<file path="src/rtl/debouncer_pkg.sv">
// debouncer_pkg: shared state encoding, default sizing and counter-width helper for the input debouncer
package debouncer_pkg;
  typedef enum logic {ESTAVEL = 1'b0, CONTANDO = 1'b1} estado_t;
  localparam int N_CANAIS_PADRAO = 2;
  localparam int CICLOS_ESTAVEIS_PADRAO = 1000;
  function automatic int largura_cnt(input int ciclos);
    return $clog2(ciclos) > 1 ? $clog2(ciclos) : 1;
  endfunction
endpackage

</file>
<file path="src/rtl/debouncer_entrada_if.sv">
// debouncer_entrada_if: raw levels in, debounced levels and busy flags out
interface debouncer_entrada_if
  import debouncer_pkg::*;
#(
  parameter int N_CANAIS = N_CANAIS_PADRAO
);
  logic [N_CANAIS-1:0] entrada;
  logic [N_CANAIS-1:0] saida;
  logic [N_CANAIS-1:0] ocupado;
  modport master (output entrada, input saida, ocupado);
  modport slave (input entrada, output saida, ocupado);
endinterface

</file>
<file path="src/rtl/debouncer_canal.sv">
// debouncer_canal: one channel of synchroniser, stability counter and debounced output register
module debouncer_canal
  import debouncer_pkg::*;
#(
  parameter int CICLOS_ESTAVEIS = CICLOS_ESTAVEIS_PADRAO
) (
  input  logic clk,
  input  logic rst,
  input  logic entrada,
  output logic saida,
  output logic ocupado
);
  localparam int W = largura_cnt(CICLOS_ESTAVEIS);
  localparam logic [W-1:0] LIMITE = W'(CICLOS_ESTAVEIS - 1);
  logic sync0, sync1;
  logic [W-1:0] cnt;
  estado_t estado;
  // a mismatch that survives LIMITE counted edges is accepted on the next one
  always_ff @(posedge clk or posedge rst)
    if (rst) begin
      sync0 <= 1'b0;
      sync1 <= 1'b0;
      cnt <= '0;
      saida <= 1'b0;
      estado <= ESTAVEL;
    end else begin
      sync0 <= entrada;
      sync1 <= sync0;
      if (sync1 == saida) begin
        cnt <= '0;
        estado <= ESTAVEL;
      end else if (cnt == LIMITE) begin
        saida <= sync1;
        cnt <= '0;
        estado <= ESTAVEL;
      end else begin
        cnt <= cnt + 1'b1;
        estado <= CONTANDO;
      end
    end
  assign ocupado = estado == CONTANDO;
endmodule

</file>
<file path="src/rtl/debouncer_entrada.sv">
// debouncer_entrada: N independent debounced channels feeding the edge detector
module debouncer_entrada
  import debouncer_pkg::*;
#(
  parameter int N_CANAIS = N_CANAIS_PADRAO,
  parameter int CICLOS_ESTAVEIS = CICLOS_ESTAVEIS_PADRAO
) (
  input logic clk,
  input logic rst,
  debouncer_entrada_if.slave bus
);
  for (genvar c = 0; c < N_CANAIS; c++) begin : g_canal
    debouncer_canal #(.CICLOS_ESTAVEIS(CICLOS_ESTAVEIS)) u_canal (
      .clk(clk),
      .rst(rst),
      .entrada(bus.entrada[c]),
      .saida(bus.saida[c]),
      .ocupado(bus.ocupado[c])
    );
  end
endmodule

</file>
<file path="src/flat_wrapper.sv">
// flat-port wrapper written by rule: the top's interface ports become plain ports
module debouncer_entrada_flat import debouncer_pkg::*;
#(
  parameter int N_CANAIS = N_CANAIS_PADRAO,
  parameter int CICLOS_ESTAVEIS = CICLOS_ESTAVEIS_PADRAO
)
  (clk, rst, bus_entrada, bus_saida, bus_ocupado);
  debouncer_entrada_if #(.N_CANAIS(N_CANAIS)) bus_i ();
  input logic clk;
  input logic rst;
  input wire logic [$bits(bus_i.entrada)-1:0] bus_entrada;
  output wire logic [$bits(bus_i.saida)-1:0] bus_saida;
  output wire logic [$bits(bus_i.ocupado)-1:0] bus_ocupado;
  assign bus_i.entrada = bus_entrada;
  assign bus_saida = bus_i.saida;
  assign bus_ocupado = bus_i.ocupado;
  debouncer_entrada #(.N_CANAIS(N_CANAIS), .CICLOS_ESTAVEIS(CICLOS_ESTAVEIS)) u_core (.clk(clk), .rst(rst), .bus(bus_i));
endmodule
</file>
<file path="config.mk">
export PLATFORM = sky130hd
export DESIGN_NAME = debouncer_entrada_flat
export DESIGN_NICKNAME = d
export VERILOG_FILES = /design/src/rtl/debouncer_pkg.sv /design/src/rtl/debouncer_entrada_if.sv /design/src/rtl/debouncer_canal.sv /design/src/rtl/debouncer_entrada.sv /design/src/flat_wrapper.sv
export SDC_FILE = /design/constraint.sdc
export NUM_CORES = 1
export LEC_CHECK = 0
export BUFFER_PORTS_ARGS = -buffer_cell sky130_fd_sc_hd__buf_2
export CORE_UTILIZATION = 35
export CTS_BUF_LIST = sky130_fd_sc_hd__clkbuf_8
export CTS_CLUSTER_DIAMETER = 150
export DETAILED_ROUTE_END_ITERATION = 8
export PLACE_DENSITY = 0.61
export SYNTH_ARGS = -nofsm -noshare
export SYNTH_HDL_FRONTEND = slang
export SYNTH_SLANG_ARGS = --single-unit
export TNS_END_PERCENT = 30
</file>
<file path="constraint.sdc">
create_clock -name clk -period 1.8 [get_ports clk]
set_clock_uncertainty 0.15 [all_clocks]
set_input_delay 0.18 -clock clk [delete_from_list [all_inputs] [get_ports clk]]
set_output_delay 0.18 -clock clk [all_outputs]
set_load 0.02 [all_outputs]
</file>
==> Word-level counts from Yosys, hierarchy flattened <==
Index checks and enable logic that the tools add are counted.
{ "op_classes": {"n_mux": 8, "bitwise": 2, "div_mod_pow": 0, "n_lt_le_gt_ge": 0, "multipliers": 0, "eq_ne": 4, "add_sub_neg": 2, "reduce_logical": 2, "shifts": 0} }
{ "ops": {"columns": ["cell", "n"], "rows": [
  ["$mux W10", 4],
  ["$add A10 B1 Y10 const B", 2],
  ["$eq A10 B10 Y1 const B", 2],
  ["$mux W1", 4],
  ["$reduce_and A2 Y1", 2],
  ["$eq A1 B1 Y1", 2],
  ["$not A1 Y1", 2]
]} }
{ "word_totals": {"elab_cells": 28, "latch_bits": 0, "ramBits": 0, "ff_bits": 28, "out_inout_bits": 4, "memories": 0, "rom_bits": 0} }

==> Depth between registers and ports, before layout <==
{ "logic_depth": {"word_depth": 3, "ltp_mapped": 4, "mapped_depth_nobuf": 4} }

==> By module <==
A second synthesis with hierarchy kept.
{ "unflattened": {"hier_cells": 118, "area_unflattened_um2": 1261.2} }
{ "by_module_without_submodules": {"columns": ["mod", "area_per_inst_um2", "n_inst", "seq_area_each_um2", "cells_per_inst"], "rows": [
  ["debouncer_canal", 630.6, 2, 350.3, 59]
]} }

==> Worst setup path after synthesis <==
No wires, ideal clock.
{ "synth_timing": {"path_type": "reg2reg", "start": "register u_core.g_canal[1].u_canal.cnt[0]", "end": "register u_core.g_canal[1].u_canal.saida", "stages_incl_launch_ff": 5, "path_buffers": 0, "slack_ps": 214, "t_arrival_ps": 1311, "required_ps": 1525, "setup_time_ps": 125, "cell_sequence": "dfrtp_1 ha_1 nand4bb_1 nor3_1 mux2_2"} }
{ "synth_between": {"elab_chain_cells": 2} }
{ "synth_lines": {"columns": ["element", "line", "text"], "rows": [
  ["start: declaration", "debouncer_canal.sv:16", "logic [W-1:0] cnt;"],
  ["start signal: assignment", "debouncer_canal.sv:37", "cnt <= cnt + 1'b1;"],
  ["$eq A10 B10 Y1", "debouncer_canal.sv:32", "end else if (cnt == LIMITE) begin"],
  ["$reduce_and A2 Y1 (no source line)", null, null],
  ["end signal: assignment", "debouncer_canal.sv:33", "saida <= sync1;"],
  ["end: declaration", "debouncer_canal.sv:10", "output logic saida,"]
]} }
Every way passes these cells.
A chain may end at the register's enable or synchronous reset.

==> Final worst setup path <==
Same ends and word-level chain as after synthesis.

==> summary.md <==
| Metric | Value |
|---|---|
| Status | complete, no violations |
| Flops & latches, synth | 28 |
| Vias post-DR | 914 |
| Die H | 62.6 um |
| Clk_lat worst skew | 270 ps |
| Startpoint types | flop |
| Setup CP Type | flop to flop |
| Synth area leader | dfrtp_1 |
| Vias in the first global route | 859 |
| Post-Route WL | 2130 um |
| CP cell instances | ha_1, nand4bb_1, nor3_2, mux2_2 |
| Comb power frac | 0.057 |
| Relative slew slack | 0.693 |
| Slew of the pin with the lowest slew margin | 457 ps |
| Endpoints failing setup | 0 |
| Core Box Area | 0.00342 mm2 |
| Adder-cell share of the synthesized area | 0.0195 |
| Internal power | 0.000868 W |
| Unrepaired setup endpoints after global routing | no |
| Port bufs | 7 |
| Routability Congestion | 0.784 |
| Top Ports | 8 |
| CTS Root Cell | clkbuf_8 |
| Total gr overflow | 0 |
| Final instance area | 0.00145 mm2 |
| Pre-CTS WS | 109 ps |
| Asr flop ratio synth | 1.00 |
| WP buf/inv | 0 |
| Antenna violations before repair | 0 |
| H-tree levels | 1 |
| Mux contribution to synthesized area | 0.0175 |
| Post-route ant nets | 0 |
| Fillcell total | 344 |
| Critical Path Max Stage Delay | 400 ps |
| P per Cell Area | 765 mW/mm2 |
| Synth Area in XOR/XNOR | 0.0613 |
| Launch point of the worst reg-to-reg path | u_core.g_canal[1].u_canal.cnt[0]$_DFF_PP0_ |
| Count leader, synth | dfrtp_1 |
| Die area | 0.00392 mm2 |
| Final slew viol count | 0 |
| Setup TNS | 0 ps |
| Main synth FF type | dfrtp_1 |
| DRC viols | 0 |
| Peak supply drop | 0.371 mV |
| TritonCTS Buffers | 3 |
| Detailed Place HPWL | 1500 um |
| Post-DR wirelength/cell | 12.1 um |
| Clock power frac | 0.351 |
| Max-cap violations | 0 |
| Vias/cell | 5.19 |
| Post-synth EDFFs | 0 |
| Setup crit start | u_core.g_canal[1].u_canal.cnt[0]$_DFF_PP0_ |
| First-pass DRT Iterations | 5 |
| Top cells by area, synth | dfrtp_1 54%, xor2_1 3.4%, nor2_1 2.9%, xnor2_1 2.7%, a21oi_1 2.3% |
| Setup ws final | 102 ps |
| Setup Buffers After CTS | 0 |
| Post-synthesis sequential area ratio | 0.545 |
| Family with the most delay on the worst path | simple AND/OR/NAND/NOR gates |
| Syn nets | 124 |
| Post-Synth Simple-Gate Area | 0.196 |
| Flop pwr share | 0.593 |
| Worst EP arrival | 1710 ps |
| Hold Crit Start | u_core.g_canal[1].u_canal.sync0$_DFF_PP0_ |
| Fmax | 589 MHz |
| Slowest CP cell | dfrtp_1 |
| ANT cells | 0 |
| Ys Warns | 0 |
| GRT Resource Usage Total | 0.126 |
| Psw | 0.000244 W |
| Area after DPL | 0.00136 mm2 |
| Clk sinks | 28 |
| Final #Nets | 137 |
| Clock transition at the registers of the reported paths | 90 ps |
| Minimum clock period | 1700 ps |
| Mapped Area | 0.00129 mm2 |
| Final worst-path cycle share | 0.943 |
| Synth unique cells | 30 |
| Hold Path Class | flop to flop |
| Final core occ | 0.426 |
| Largest family of logic cells by synthesized area | simple AND/OR/NAND/NOR gates |
| First-pass GRT wire length | 3840 um |
| Synth cell count leaders | 28 x dfrtp_1, 10 x nor2_1, 8 x inv_1, 7 x nand2_1 |
| Initial DRC Count | 30 |
| Layout area overhead | 13.0% |
| Die W | 62.6 um |
| Final Hold Viols | 0 |
| Synthesized area per cell | 10.9 um2 |
| Largest net degree at the start of global routing | 29 |
| Leak | 0.612 nW |
| Gate Count Post-Synth | 118 |
| Row count | 21 |
| Top cell type's share of synthesized area | 0.545 |
| Setup crit end kind | flop |
| CP max FO | 4 |
| Layout cells sized above 1 | 0.177 |
| TritonCTS clock tree | done |
| Switching Fraction | 0.219 |
| Required time worst endpoint | 1810 ps |
| Max Root-Sink Buffers | 2 |
| Starting Density | 0.377 |
| Compound-Gate Fraction of Synth Area | 0.114 |
## flip-flops by register name, indices dropped and copies added (netlist names)
| signal | count |
|---|---|
| u_core.g_canal.u_canal.sync0 | 2 |
| u_core.g_canal.u_canal.cnt | 20 |
| u_core.g_canal.u_canal.saida | 2 |
| u_core.g_canal.u_canal.ocupado | 2 |
| u_core.g_canal.u_canal.sync1 | 2 |
## power by group through the flow
stage	sequential [W]	combinational (W)	clock [W]
2_1_floorplan	0.000669	0.0000437	0
3_3_place_gp	0.000671	0.0000587	0
3_5_place_dp	0.000672	0.0000596	0
4_1_cts	0.000659	0.0000651	0.000400
5_1_grt	0.000662	0.0000717	0.000434
6_report	0.000659	0.0000628	0.000390
## through the flow
step                      total power (W)  hold slack, ps  std cells
after floorplan                  0.000713            61.4        118
after global routing              0.00117             233        176
final                             0.00111             205        176
after global placement           0.000730             112        169
after CTS                         0.00112             208        176
after detailed placement         0.000731             114        169
## layer usage
layer | up-vias | GRT usage | wire (um)
met3 | 2 | 0.0164 | 75
met5 | - | 0 | 0
met4 | 0 | 0.0698 | 34
li1 | 444 | - | -
met2 | 19 | 0.193 | 954
met1 | 449 | 0.172 | 1070
## kinds of logic (layout without fill, tap and decap cells)
logic type	after synthesis	count (layout)
buffers and inverters	12	24
muxes	2	2
adders and majority gates	2	2
DFF	28	28
AOI/OAI and AO/OA	22	22
and+or+nand+nor	43	43
xor gates and xnor gates	9	9
## cell type report
| class | count | area (um2) | share of cell area |
|---|---|---|---|
| Sequential cell | 28 | 701 | 0.482 |
| Inverter | 8 | 30.0 | 0.0207 |
| Timing Repair Buffer | 12 | 80.1 | 0.0551 |
| Clock buffer | 4 | 55.1 | 0.0379 |
| Multi-Input combinational cell | 78 | 531 | 0.365 |
| Tap cell | 46 | 57.6 | 0.0396 |
## final timing paths
path,endpoint,slack (ps),cells after the start
worst max-delay path,u_core.g_canal[1].u_canal.saida$_DFFE_PP0P_,100,4
worst min-delay path,u_core.g_canal[1].u_canal.sync1$_DFF_PP0_,210,0
worst max register to register,u_core.g_canal[1].u_canal.saida$_DFFE_PP0P_,100,4
worst min register to register,u_core.g_canal[1].u_canal.sync1$_DFF_PP0_,210,0
max in group asynchronous,u_core.g_canal[1].u_canal.saida$_DFFE_PP0P_,900,4
min in group asynchronous,u_core.g_canal[0].u_canal.ocupado$_DFF_PP0_,350,4
## repair_timing
action / 4_1_cts / 5_1_grt
hold buffers: 3 / 0
endpoints found under the setup margin: 0 / 1
hold endpoints to repair: 30 / 0
gates resized for setup: 0 / 1
## cell usage in the layout, fill, tap and decap left out
| cell type | instances |
|---|---|
| buf_4 | 2 |
| o221a_2 | 1 |
| or3_2 | 1 |
| nand4_2 | 1 |
| o21ai_0 | 4 |
| and3_1 | 1 |
| o31ai_2 | 1 |
| a31o_2 | 1 |
| nand2_1 | 7 |
| or4_1 | 4 |
| nand4bb_1 | 2 |
| nor2_1 | 10 |
| dfrtp_1 | 28 |
| dlygate4sd3_1 | 3 |
| mux2_2 | 2 |
| xnor2_1 | 4 |
| or3_1 | 4 |
| nand4_1 | 3 |
| clkbuf_8 | 4 |
| a31oi_1 | 3 |
| nand3_1 | 6 |
| o31ai_1 | 2 |
| a21boi_0 | 1 |
| and4bb_2 | 1 |
| o211ai_1 | 3 |
| nand3_2 | 1 |
| buf_2 | 7 |
| ha_1 | 2 |
| inv_1 | 8 |
| a21oi_1 | 6 |
| and4_1 | 1 |
| nor3_2 | 1 |
| xor2_1 | 5 |
Note: power is estimated with default switching activity, not from simulation.
